<file path="config.mk">
export PLATFORM = sky130hd
export DESIGN_NAME = genvar_lane_tx
export DESIGN_NICKNAME = d
export VERILOG_FILES = /design/src/rtl/genvar_lane_tx.sv
export SDC_FILE = /design/constraint.sdc
export NUM_CORES = 1
export LEC_CHECK = 0
export BUFFER_PORTS_ARGS = -buffer_cell sky130_fd_sc_hd__buf_2
export CAP_MARGIN = 20
export CORE_MARGIN = 1
export CORE_UTILIZATION = 53
export DETAILED_ROUTE_END_ITERATION = 10
export PLACE_DENSITY = 0.88
export SYNTH_ARGS = -nofsm -noshare
export SYNTH_HDL_FRONTEND = slang
export SYNTH_SLANG_ARGS = --single-unit
export TNS_END_PERCENT = 100
</file>
<file path="constraint.sdc">
create_clock -name clk -period 3.2 [get_ports clk]
set_input_delay 0.16 -clock clk [delete_from_list [all_inputs] [get_ports clk]]
set_output_delay 0.16 -clock clk [all_outputs]
set_load 0.005 [all_outputs]
</file>
<file path="src/rtl/genvar_lane_tx.sv">
// Parallel-to-serial lane transmitter: captures a LANES-wide word into per-lane
// registers, then streams the lanes out one beat at a time with a constant bias added.
module genvar_lane_tx #(
  parameter  int LANES = 2,
  parameter  int WIDTH = 32,
  parameter  int BIAS  = 0,
  localparam int IW    = (LANES > 1) ? $clog2(LANES) : 1
) (
  input  logic                   clk,
  input  logic                   rst,
  input  logic                   in_valid,
  output logic                   in_ready,
  input  logic [LANES*WIDTH-1:0] in_data,
  output logic                   out_valid,
  input  logic                   out_ready,
  output logic [WIDTH-1:0]       out_data,
  output logic [IW-1:0]          out_lane,
  output logic                   out_last
);

  typedef enum logic {S_IDLE, S_SEND} state_t;

  localparam logic [IW-1:0]    LAST_IDX = IW'(LANES - 1);
  localparam logic [WIDTH-1:0] BIAS_W   = WIDTH'(BIAS);

  state_t                 r_state;
  state_t                 w_state_next;
  logic [IW-1:0]          r_idx;
  logic [IW-1:0]          w_idx_next;
  logic [LANES*WIDTH-1:0] w_lanes;
  logic [WIDTH-1:0]       w_sel;
  logic                   w_accept;
  logic                   w_is_last;

  assign w_accept  = (r_state == S_IDLE) && in_valid;
  assign w_is_last = (r_idx == LAST_IDX);

  // Each lane owns its register; they only load on the accept edge of IDLE.
  genvar gi;
  generate
    for (gi = 0; gi < LANES; gi++) begin : g_lane
      logic [WIDTH-1:0] r_val;

      always_ff @(posedge clk) begin
        if (rst) begin
          r_val <= '0;
        end else if (w_accept) begin
          r_val <= in_data[gi*WIDTH +: WIDTH];
        end
      end

      assign w_lanes[gi*WIDTH +: WIDTH] = r_val;
    end
  endgenerate

  always_comb begin
    w_sel = '0;
    for (int i = 0; i < LANES; i++) begin
      if (r_idx == IW'(i)) begin
        w_sel = w_lanes[i*WIDTH +: WIDTH];
      end
    end
  end

  always_ff @(posedge clk) begin
    if (rst) begin
      r_state <= S_IDLE;
      r_idx   <= '0;
    end else begin
      r_state <= w_state_next;
      r_idx   <= w_idx_next;
    end
  end

  always_comb begin
    w_state_next = r_state;
    w_idx_next   = r_idx;
    case (r_state)
      S_IDLE: begin
        if (in_valid) begin
          w_state_next = S_SEND;
          w_idx_next   = '0;
        end
      end
      S_SEND: begin
        if (out_ready) begin
          if (w_is_last) begin
            w_state_next = S_IDLE;
            w_idx_next   = '0;
          end else begin
            w_idx_next = r_idx + IW'(1);
          end
        end
      end
      default: begin
        w_state_next = S_IDLE;
        w_idx_next   = '0;
      end
    endcase
  end

  // Outputs depend only on registered state; beat fields read as zero when idle.
  assign in_ready  = (r_state == S_IDLE);
  assign out_valid = (r_state == S_SEND);
  assign out_data  = out_valid ? (w_sel + BIAS_W) : '0;
  assign out_lane  = out_valid ? r_idx : '0;
  assign out_last  = out_valid & w_is_last;

endmodule

</file>
==> results of run 1 <==
## cell families (layout without fill, tap and decap cells)
logic type	after synthesis	count (layout)
AOI/OAI and AO/OA	68	68
buffers and inverters	31	123
DFF	66	66
muxes	32	32
and+or+nand+nor	164	164
## area by class of cell
cell class | instances | area share (%)
flip-flops and latches | 66 | 38.3
multi-input cells | 264 | 37.6
repair buffers | 106 | 16.5
clock buffers | 12 | 4.49
well taps | 70 | 2.53
clock inverters | 3 | 0.434
inverters | 2 | 0.217
## stage by stage
step / std cells / power (W) / hold WS (ns)
3_5_place_dp: 506 / 0.00114 / 0.386
5_1_grt: 523 / 0.00180 / 0.0436
3_3_place_gp: 506 / 0.00113 / 0.380
4_1_cts: 521 / 0.00173 / 0.0356
2_1_floorplan: 361 / 0.00107 / 0.259
6_report: 523 / 0.00172 / 0.0469
## worst max-delay path by stage
stage                     startpoint             endpoint  slack, ns  depth (start not counted)
after floorplan                r_idx         out_data[10]       2.13                          4
after global placement     out_valid  g_lane[0].r_val[24]       1.43                          3
after detailed placement   out_valid   g_lane[0].r_val[8]       1.36                          3
after CTS                      r_idx          out_data[2]       1.10                          3
after global routing           r_idx          out_data[2]       1.01                          3
final                          r_idx         out_data[21]       1.11                          3
## flip-flops by register name (all words and copies together) (netlist names)
signal / count
g_lane.r_val: 64
out_valid: 1
r_idx: 1
## layout by cell type, fill, tap and decap left out
master    Yosys  layout
nand2_1     128     128
buf_2         8     103
a21oi_1      66      66
dfxtp_1      66      65
nor2_1       33      33
mux2i_1      32      32
clkbuf_8      0      11
clkinv_2      0       3
inv_1         2       2
a211oi_1      2       2
and2_1        1       1
nor2b_4       0       1
nand2b_2      0       1
clkbuf_1      6       1
buf_12        0       1
buf_16        0       1
buf_4         5       1
dfxtp_2       0       1
## per-layer routing
metal  up-vias  track usage, %  wire [um]
met3         9            4.02        241
met4         0            10.7         75
met2        68            38.8       2910
met5         -               0          0
li1       1339               -          -
met1      1178            27.3       2840
## power by group through the flow
| stage | Combinational (W) | Clock, W | Sequential [W] |
|---|---|---|---|
| finish | 0.000217 | 0.000599 | 0.000908 |
| global route | 0.000247 | 0.000641 | 0.000913 |
| floorplan | 0.000161 | 0 | 0.000905 |
| detailed placement | 0.000210 | 0 | 0.000926 |
| global placement | 0.000205 | 0 | 0.000923 |
| CTS | 0.000212 | 0.000612 | 0.000908 |
==> flow_metrics.env, run 1 <==
export IMPL_ant_nets=0
export IMPL_synth_seq_cells=66
export IMPL_crit_arrival_ns=1.93
export IMPL_synthSimpleGateAreaFrac_pct=22.2
export IMPL_cts_tree="yes"
export IMPL_worstHoldPathCells=2
export IMPL_worst_r2r_cell_count=4
export IMPL_yosys_top_cells_area="dfxtp_1 (47%), nand2_1 (17%), a21oi_1 (12%)"
export IMPL_port_buffers=103
export IMPL_routabilityCongestion=0.760
export IMPL_ios=104
export IMPL_synth_top_family_by_area="simple AND/OR/NAND/NOR gates"
export IMPL_power_switching_w=0.000438
export IMPL_slowest_delay_ns=1.05
export IMPL_grt_pass1_wl_um=9490
export IMPL_ys_warn_count=0
export IMPL_r2r_start="out_valid"
export IMPL_path_cells="mux2i_1, nor2_1, buf_2"
export IMPL_cts_repair_resized=0
export IMPL_syn_inst=361
export IMPL_grt_overflow=0
export IMPL_fin_setup_tns_ns=0
export IMPL_vias=2594
export IMPL_cts_hold_buffers=0
export IMPL_start_util_pct=55.0
export IMPL_synth_common_cells="nand2_1 (128), a21oi_1 (66), dfxtp_1 (66), nor2_1 (33), mux2i_1 (32)"
export IMPL_worst_slack_ns=1.11
export IMPL_nFillCells=458
export IMPL_setup_viol=0
export IMPL_numCtsBuffers=9
export IMPL_slew_headroom_pct=27.3
export IMPL_clockBufferDepth=2
export IMPL_synthAdderAreaFrac_pct=0
export IMPL_path_delay_family="flip-flops"
export IMPL_drive_gt1_share_pct=27.2
export IMPL_die_x_um=74.8
export IMPL_clkLatencyLatePin_ns=0.33
export IMPL_dp_hpwl_um=3830
export IMPL_r2r_setup_slack_ns=1.53
export IMPL_worst_path_buf_inv=1
export IMPL_synth_top_area_share_pct=47.1
export IMPL_worstHoldStart="out_ready"
export IMPL_p_int_w=0.00129
export IMPL_cap_violations=0
export IMPL_crit_type="reg -> out"
export IMPL_grt_pass1_vias=2233
export IMPL_r2r_end="g_lane[0].r_val[5]"
export IMPL_core_rowCount=26
export IMPL_diodes=0
export IMPL_fin_crit_ns=2.09
export IMPL_combinationalPowerShare_pct=12.6
export IMPL_synth_top_cell_by_area="dfxtp_1"
export IMPL_ir_worst_vdd_mv=0.330
export IMPL_cts_htree_levels=3
export IMPL_hp_class="in -> reg"
export IMPL_seq_power_share_pct=52.7
export IMPL_clock_fmax_ghz=0.479
export IMPL_grt_antenna_before_repair=0
export IMPL_worst_setup_path_start_kind="register"
export IMPL_fin_nets=517
export IMPL_ys_flop_type="dfxtp_1"
export IMPL_critPathMaxFanout=35
export IMPL_yosysUniqueCellTypes=15
export IMPL_grt_use_total_pct=22.5
export IMPL_syn_to_final_growth_pct=23.1
export IMPL_critPathRequiredTime_ns=3.04
export IMPL_fin_util_pct=67.7
export IMPL_end_kind="output port"
export IMPL_synth_compound_area_share_pct=12.3
export IMPL_wire_per_inst_um=11.6
export IMPL_fp_dieH_um=74.8
export IMPL_avgViaCountPerCell=4.96
export IMPL_synth_most_common_cell="nand2_1"
export IMPL_p_per_area_nw_per_um2=499
export IMPL_syn_area_sq_um=2810
export IMPL_numClockSinks=66
export IMPL_clkPwrFrac_pct=34.7
export IMPL_hold_viol_final=0
export IMPL_slew_viol_final=0
export IMPL_multiInputGateArea_sq_um=1300
export IMPL_clkTransAtPathRegs_ns=0.06
export IMPL_clock_skew_ns=0.00342
export IMPL_rsz0062_at_grt="false"
export IMPL_async_reset_ff_share_pct=0
export IMPL_core_area_sq_um=5110
export IMPL_synthXorXnorAreaFrac_pct=0
export IMPL_holdPathEnd="out_valid"
export IMPL_synth_edf_count=0
export IMPL_postSynthAreaPerCell_sq_um=7.78
export IMPL_firstDrtPassIters=4
export IMPL_synthMuxAreaShare_pct=11.4
export IMPL_regArea_sq_um=1320
export IMPL_cts_root_buf="clkbuf_8"
export IMPL_drc_errors=0
export IMPL_preCtsSetupSlack_ns=1.36
export IMPL_cts_setup_buffers=0
export IMPL_leakagePower_nw=1.51
export IMPL_synth_net_count=429
export IMPL_tightest_slew_ns=1.09
export IMPL_die_area_sq_um=5590
export IMPL_fin_crit_sh_pct=65.2
export IMPL_crit_slowest_cell="dfxtp_2"
export IMPL_postLayoutCellArea_sq_um=3460
export IMPL_wl_um=6070
export IMPL_swShare_pct=25.4
export IMPL_placed_cell_area_sq_um=3240
export IMPL_grt_max_degree=67
export IMPL_outcome="completed"
export IMPL_first_iter_violations=108
export IMPL_synth_seq_area_share_pct=47.1
Note: power is estimated with default switching activity, not from simulation.
==> run 2, diff against run 1 <==
--- a/config.mk
+++ b/config.mk
@@ -8,9 +8,9 @@
 export BUFFER_PORTS_ARGS = -buffer_cell sky130_fd_sc_hd__buf_2
 export CAP_MARGIN = 20
 export CORE_MARGIN = 1
-export CORE_UTILIZATION = 53
+export CORE_UTILIZATION = 49
 export DETAILED_ROUTE_END_ITERATION = 10
-export PLACE_DENSITY = 0.88
+export PLACE_DENSITY = 0.82
 export SYNTH_ARGS = -nofsm -noshare
 export SYNTH_HDL_FRONTEND = slang
 export SYNTH_SLANG_ARGS = --single-unit
==> constraint.sdc (replaced) <==
create_clock -name clk -period 2.1 [get_ports clk]
set_input_delay 0.105 -clock clk [delete_from_list [all_inputs] [get_ports clk]]
set_output_delay 0.105 -clock clk [all_outputs]
set_load 0.005 [all_outputs]
==> run 2 against run 1 <==
Effect of this change: non-clock buffer count is 11 higher; critical path depth is 1 higher; count of clock-buffer cells in the layout is 2 higher; final area is 3.9% higher; worst hold slack worse by 0.036 ns; first-iteration DRC count is 2.8% higher; critical endpoint is now out_data[3]; largest cell class unchanged.
==> flow_metrics.env, run 2 (synthesized netlist as in run 1, its figures left out) <==
export IMPL_outcome="completed"
export IMPL_critPathRequiredTime_ns=2.00
export IMPL_die_x_um=77.7
export IMPL_whs_ns=0.0105
export IMPL_setup_viol=0
export IMPL_p_per_area_nw_per_um2=756
export IMPL_ir_worst_vdd_mv=0.468
export IMPL_leakagePower_nw=1.56
export IMPL_p_int_w=0.00202
export IMPL_diodes=0
export IMPL_combinationalPowerShare_pct=13.7
export IMPL_vias=2715
export IMPL_regMostFlops="g_lane.r_val"
export IMPL_slew_headroom_pct=54.3
export IMPL_wire_per_inst_um=12.6
export IMPL_tightest_slew_ns=0.686
export IMPL_core_rowCount=27
export IMPL_place_inst=513
export IMPL_syn_to_final_growth_pct=27.9
export IMPL_die_area_sq_um=6040
export IMPL_final_cell_count_no_fill=537
export IMPL_crit_arrival_ns=1.61
export IMPL_seq_power_share_pct=50.5
export IMPL_slew_viol_final=0
export IMPL_clkTransAtPathRegs_ns=0.07
export IMPL_critPathMaxFanout=24
export IMPL_crit_type="reg -> out"
export IMPL_fin_setup_tns_ns=0
export IMPL_power_switching_w=0.000695
export IMPL_grt_pass1_vias=2546
export IMPL_fin_crit_ns=1.72
export IMPL_start_util_pct=51.0
export IMPL_grt_antenna_before_repair=0
export IMPL_clock_fmax_ghz=0.583
export IMPL_dp_hpwl_um=4360
export IMPL_numClockSinks=66
export IMPL_clock_skew_ns=0.00502
export IMPL_drc_errors=0
export IMPL_worst_setup_path_start_kind="register"
export IMPL_fin_nets=528
export IMPL_wl_um=6760
export IMPL_layout_common_cells="nand2_1 (128), buf_2 (103), a21oi_1 (66)"
export IMPL_grt_max_degree=65
export IMPL_cts_htree_levels=3
export IMPL_avgViaCountPerCell=5.06
export IMPL_cts_tree="yes"
export IMPL_firstDrtPassIters=4
export IMPL_fp_dieH_um=77.7
export IMPL_grt_overflow=0
export IMPL_hold_viol_final=0
export IMPL_clkPwrFrac_pct=35.8
export IMPL_cts_repair_resized=0
export IMPL_drive_gt1_share_pct=27.1
export IMPL_clkLatencyLatePin_ns=0.33
export IMPL_ios=104
export IMPL_end_kind="output port"
export IMPL_core_area_sq_um=5510
export IMPL_ant_nets=0
export IMPL_numCtsBuffers=9
export IMPL_largest_reg_flops=64
export IMPL_clockBufferDepth=2
export IMPL_grt_use_total_pct=23.6
export IMPL_swShare_pct=25.6
export IMPL_fin_crit_sh_pct=81.7
export IMPL_rsz0062_at_grt="false"
export IMPL_cap_violations=0
export IMPL_first_iter_violations=111
export IMPL_grt_pass1_wl_um=11200
export IMPL_cts_hold_buffers=8
export IMPL_routabilityCongestion=0.779
export IMPL_cts_root_buf="clkbuf_8"
export IMPL_cts_setup_buffers=0
export IMPL_port_buffers=103
export IMPL_hp_class="in -> reg"
export IMPL_final_common_cell="nand2_1"
[run 2: changes by cell type in the layout (fill, tap and decap cells not counted), sizes merged]
cell	change
clkinv	-1
buf	+3
clkbuf	+2
dlygate4sd3	+8
[run 2: metal layers]
metal	GRT usage [%]	up-vias	wire, um
met5	0	-	0
met4	10.2	0	80
met3	4.94	7	312
met2	41.3	81	3350
met1	27.6	1265	3020
li1	-	1362	-
[run 2: cell type report]
class                      instances  area [sq um]
clock buffer                      14           173
sequential                        66          1320
timing repair buffer             117           691
tap                               72          90.1
multi-input combinational        264          1300
fill                             489          1910
clock inverter                     2          10.0
inverter                           2          7.51
[run 2: final timing paths]
kind                                             to  cells past startpoint                start  slack, ns
worst max-delay path                    out_data[3]                      4                r_idx       0.38
worst min register to register  g_lane[1].r_val[20]                      2  g_lane[1].r_val[20]       0.45
worst min-delay path            g_lane[1].r_val[29]                      3          in_data[61]       0.01
worst max register to register  g_lane[0].r_val[28]                      4            out_valid       0.78
[run 2: worst max-delay path, stage by stage (launching register included)]
cell and delay [ns]:
dfxtp_2 0.58, buf_12 0.26, mux2i_1 0.25, nor2_1 0.05, buf_2 0.13
[run 2: through the flow]
| step | setup slack, ns | cell area [sq um] | utilization, % | power [W] |
|---|---|---|---|---|
| floorplan | 1.06 | 2810 | - | 0.00162 |
| global placement | 0.764 | 3330 | 60.5 | 0.00175 |
| detailed placement | 0.731 | 3330 | 60.5 | 0.00176 |
| CTS | 0.366 | 3590 | 65.2 | 0.00273 |
| global route | 0.273 | 3590 | 65.2 | 0.00285 |
| finish | 0.385 | 3590 | 65.2 | 0.00272 |
[run 2: power groups by stage]
stage / combinational, W / sequential, W / clock (W)
after detailed placement: 0.000361 / 0.00140 / 0
after global placement: 0.000352 / 0.00140 / 0
after floorplan: 0.000246 / 0.00138 / 0
final: 0.000372 / 0.00137 / 0.000972
after global routing: 0.000416 / 0.00138 / 0.00105
after CTS: 0.000374 / 0.00137 / 0.000987
==> run 3, diff against run 2 <==
--- a/config.mk
+++ b/config.mk
@@ -8,9 +8,9 @@
 export BUFFER_PORTS_ARGS = -buffer_cell sky130_fd_sc_hd__buf_2
 export CAP_MARGIN = 20
 export CORE_MARGIN = 1
-export CORE_UTILIZATION = 49
+export CORE_UTILIZATION = 44
 export DETAILED_ROUTE_END_ITERATION = 10
-export PLACE_DENSITY = 0.82
+export PLACE_DENSITY = 0.78
 export SYNTH_ARGS = -nofsm -noshare
 export SYNTH_HDL_FRONTEND = slang
 export SYNTH_SLANG_ARGS = --single-unit
==> constraint.sdc (replaced) <==
create_clock -name clk -period 1.5 [get_ports clk]
set_input_delay 0.075 -clock clk [delete_from_list [all_inputs] [get_ports clk]]
set_output_delay 0.075 -clock clk [all_outputs]
set_load 0.005 [all_outputs]
==> run 3 against run 2 <==
Effect of this change: non-clock buffer count grew 50; clock skew shrank 0.0014 ns; setup slack lost 0.30 ns; combinational power grew 72%; critical path depth is the same; sequential power grew 39%.
==> flow_metrics.env, run 3 (synthesized netlist as in run 1, its figures left out) <==
export IMPL_drc_errors=0
export IMPL_diodes=0
export IMPL_critPathRequiredTime_ns=1.42
export IMPL_grt_overflow=0
export IMPL_grt_use_total_pct=23.2
export IMPL_routabilityCongestion=0.730
export IMPL_grt_pass1_vias=2782
export IMPL_clkLatencyLatePin_ns=0.32
export IMPL_p_int_w=0.00285
export IMPL_numCtsBuffers=9
export IMPL_crit_type="reg -> out"
export IMPL_clock_skew_ns=0.00364
export IMPL_ir_worst_vdd_mv=0.555
export IMPL_port_buffers=103
export IMPL_wire_per_inst_um=12.7
export IMPL_hold_viol_final=0
export IMPL_combinationalPowerShare_pct=17.0
export IMPL_cts_tree="yes"
export IMPL_fin_crit_ns=1.41
export IMPL_nFillCells=521
export IMPL_power_switching_w=0.000928
export IMPL_slew_headroom_pct=73.7
export IMPL_clock_fmax_ghz=0.707
export IMPL_worst_r2r_cell_count=4
export IMPL_leakagePower_nw=1.76
export IMPL_outcome="completed"
export IMPL_clkPwrFrac_pct=32.5
export IMPL_clockBufferDepth=2
export IMPL_rsz0062_at_grt="false"
export IMPL_dp_hpwl_um=4440
export IMPL_drive_gt1_share_pct=25.0
export IMPL_worstHoldPathCells=3
export IMPL_hp_class="in -> reg"
export IMPL_p_per_area_nw_per_um2=928
export IMPL_tightest_slew_ns=0.394
export IMPL_vias=2865
export IMPL_worst_setup_path_start_kind="register"
export IMPL_cap_violations=0
export IMPL_ant_nets=0
export IMPL_core_area_sq_um=6030
export IMPL_layout_common_cells="nand2_1 (128), buf_2 (103), a21oi_1 (66)"
export IMPL_numClockSinks=66
export IMPL_avgViaCountPerCell=4.88
export IMPL_regMostFlops="g_lane.r_val"
export IMPL_crit_arrival_ns=1.34
export IMPL_setup_viol=0
export IMPL_place_inst=520
export IMPL_slew_viol_final=0
export IMPL_fin_crit_sh_pct=94.3
export IMPL_final_cell_count_no_fill=587
export IMPL_placed_cell_area_sq_um=3360
export IMPL_postLayoutCellArea_sq_um=4070
export IMPL_end_kind="output port"
export IMPL_start_util_pct=46.6
export IMPL_grt_antenna_before_repair=0
export IMPL_die_x_um=81.9
export IMPL_swShare_pct=24.5
export IMPL_firstDrtPassIters=5
export IMPL_clkTransAtPathRegs_ns=0.06
export IMPL_fin_setup_tns_ns=0
export IMPL_multiInputGateArea_sq_um=1300
export IMPL_first_iter_violations=106
export IMPL_core_rowCount=28
export IMPL_p_total_w=0.00378
export IMPL_regArea_sq_um=1320
export IMPL_ios=104
export IMPL_critPathMaxFanout=15
export IMPL_grt_max_degree=45
export IMPL_final_common_cell="nand2_1"
export IMPL_r2r_end="g_lane[1].r_val[10]"
export IMPL_cts_htree_levels=3
export IMPL_wl_um=7460
export IMPL_grt_pass1_wl_um=11800
export IMPL_r2r_start="out_valid"
export IMPL_syn_to_final_growth_pct=45.0
export IMPL_r2r_setup_slack_ns=0.35
export IMPL_fp_dieH_um=81.9
export IMPL_holdPathEnd="g_lane[1].r_val[12]"
export IMPL_cts_setup_buffers=0
export IMPL_largest_reg_flops=64
export IMPL_worstHoldStart="in_data[44]"
export IMPL_die_area_sq_um=6700
export IMPL_fin_nets=578
export IMPL_fin_util_pct=67.6
export IMPL_seq_power_share_pct=50.6
export IMPL_cts_root_buf="clkbuf_8"
-- run 3: changes by cell type in the layout (fill, tap and decap cells not counted) --
| cell | before | now |
|---|---|---|
| clkbuf_8 | 12 | 11 |
| clkinv_2 | 2 | 0 |
| buf_4 | 2 | 5 |
| dfxtp_1 | 65 | 64 |
| dfxtp_2 | 1 | 2 |
| buf_8 | 0 | 1 |
| dlygate4sd3_1 | 8 | 54 |
-- run 3: layer usage --
metal	up-vias	wire, um	track usage (%)
met3	13	338	4.67
met5	-	0	0
met2	89	3910	43.1
li1	1457	-	-
met4	0	115	10.2
met1	1306	3090	25.2
-- run 3: power by group through the flow --
stage | Clock (W) | Combinational (W) | Sequential, W
after floorplan | 0 | 0.000344 | 0.00193
after global placement | 0 | 0.000515 | 0.00194
after detailed placement | 0 | 0.000526 | 0.00195
after CTS | 0.00127 | 0.000635 | 0.00191
after global routing | 0.00134 | 0.000710 | 0.00192
final | 0.00123 | 0.000641 | 0.00191
-- run 3: repair_timing --
| item | in CTS | in global routing |
|---|---|---|
| endpoints found under the hold margin | 54 | 0 |
| setup endpoints to repair | 1 | 26 |
| gates cloned | 0 | 0 |
| hold buffers | 54 | 0 |
| gates resized for setup | 1 | 2 |
-- run 3: critical path: stages (launching register included) --
cell     delay, ns
dfxtp_2       0.37
buf_8         0.20
mux2i_1       0.24
nor2_1        0.07
buf_2         0.13
-- run 3: layout make-up --
class,count,area share [%]
inverters,2,0.184
repair buffers,167,29.2
multi-input cells,264,31.9
well taps,75,2.30
flip-flops and latches,66,32.5
clock buffers,13,3.90
-- run 3: worst max-delay path by stage --
stage / endpoint / slack (ns) / from / depth (start not counted)
3_5_place_dp: g_lane[1].r_val[10] / 0.28 / out_valid / 4
3_3_place_gp: g_lane[1].r_val[14] / 0.34 / out_valid / 4
4_1_cts: out_data[3] / 0.02 / out_valid / 4
5_1_grt: out_data[30] / 0.02 / r_idx / 4
2_1_floorplan: g_lane[1].r_val[31] / 0.46 / out_valid / 5
6_report: out_data[26] / 0.09 / r_idx / 4
-- run 3: metrics by stage --
stage / worst slack (ns) / hold WS [ns]
finish: 0.0859 / 0.00862
global route: 0.0159 / 0.0141
CTS: 0.0157 / 0.000200
detailed placement: 0.280 / 0.308
global placement: 0.344 / 0.295
floorplan: 0.459 / 0.174
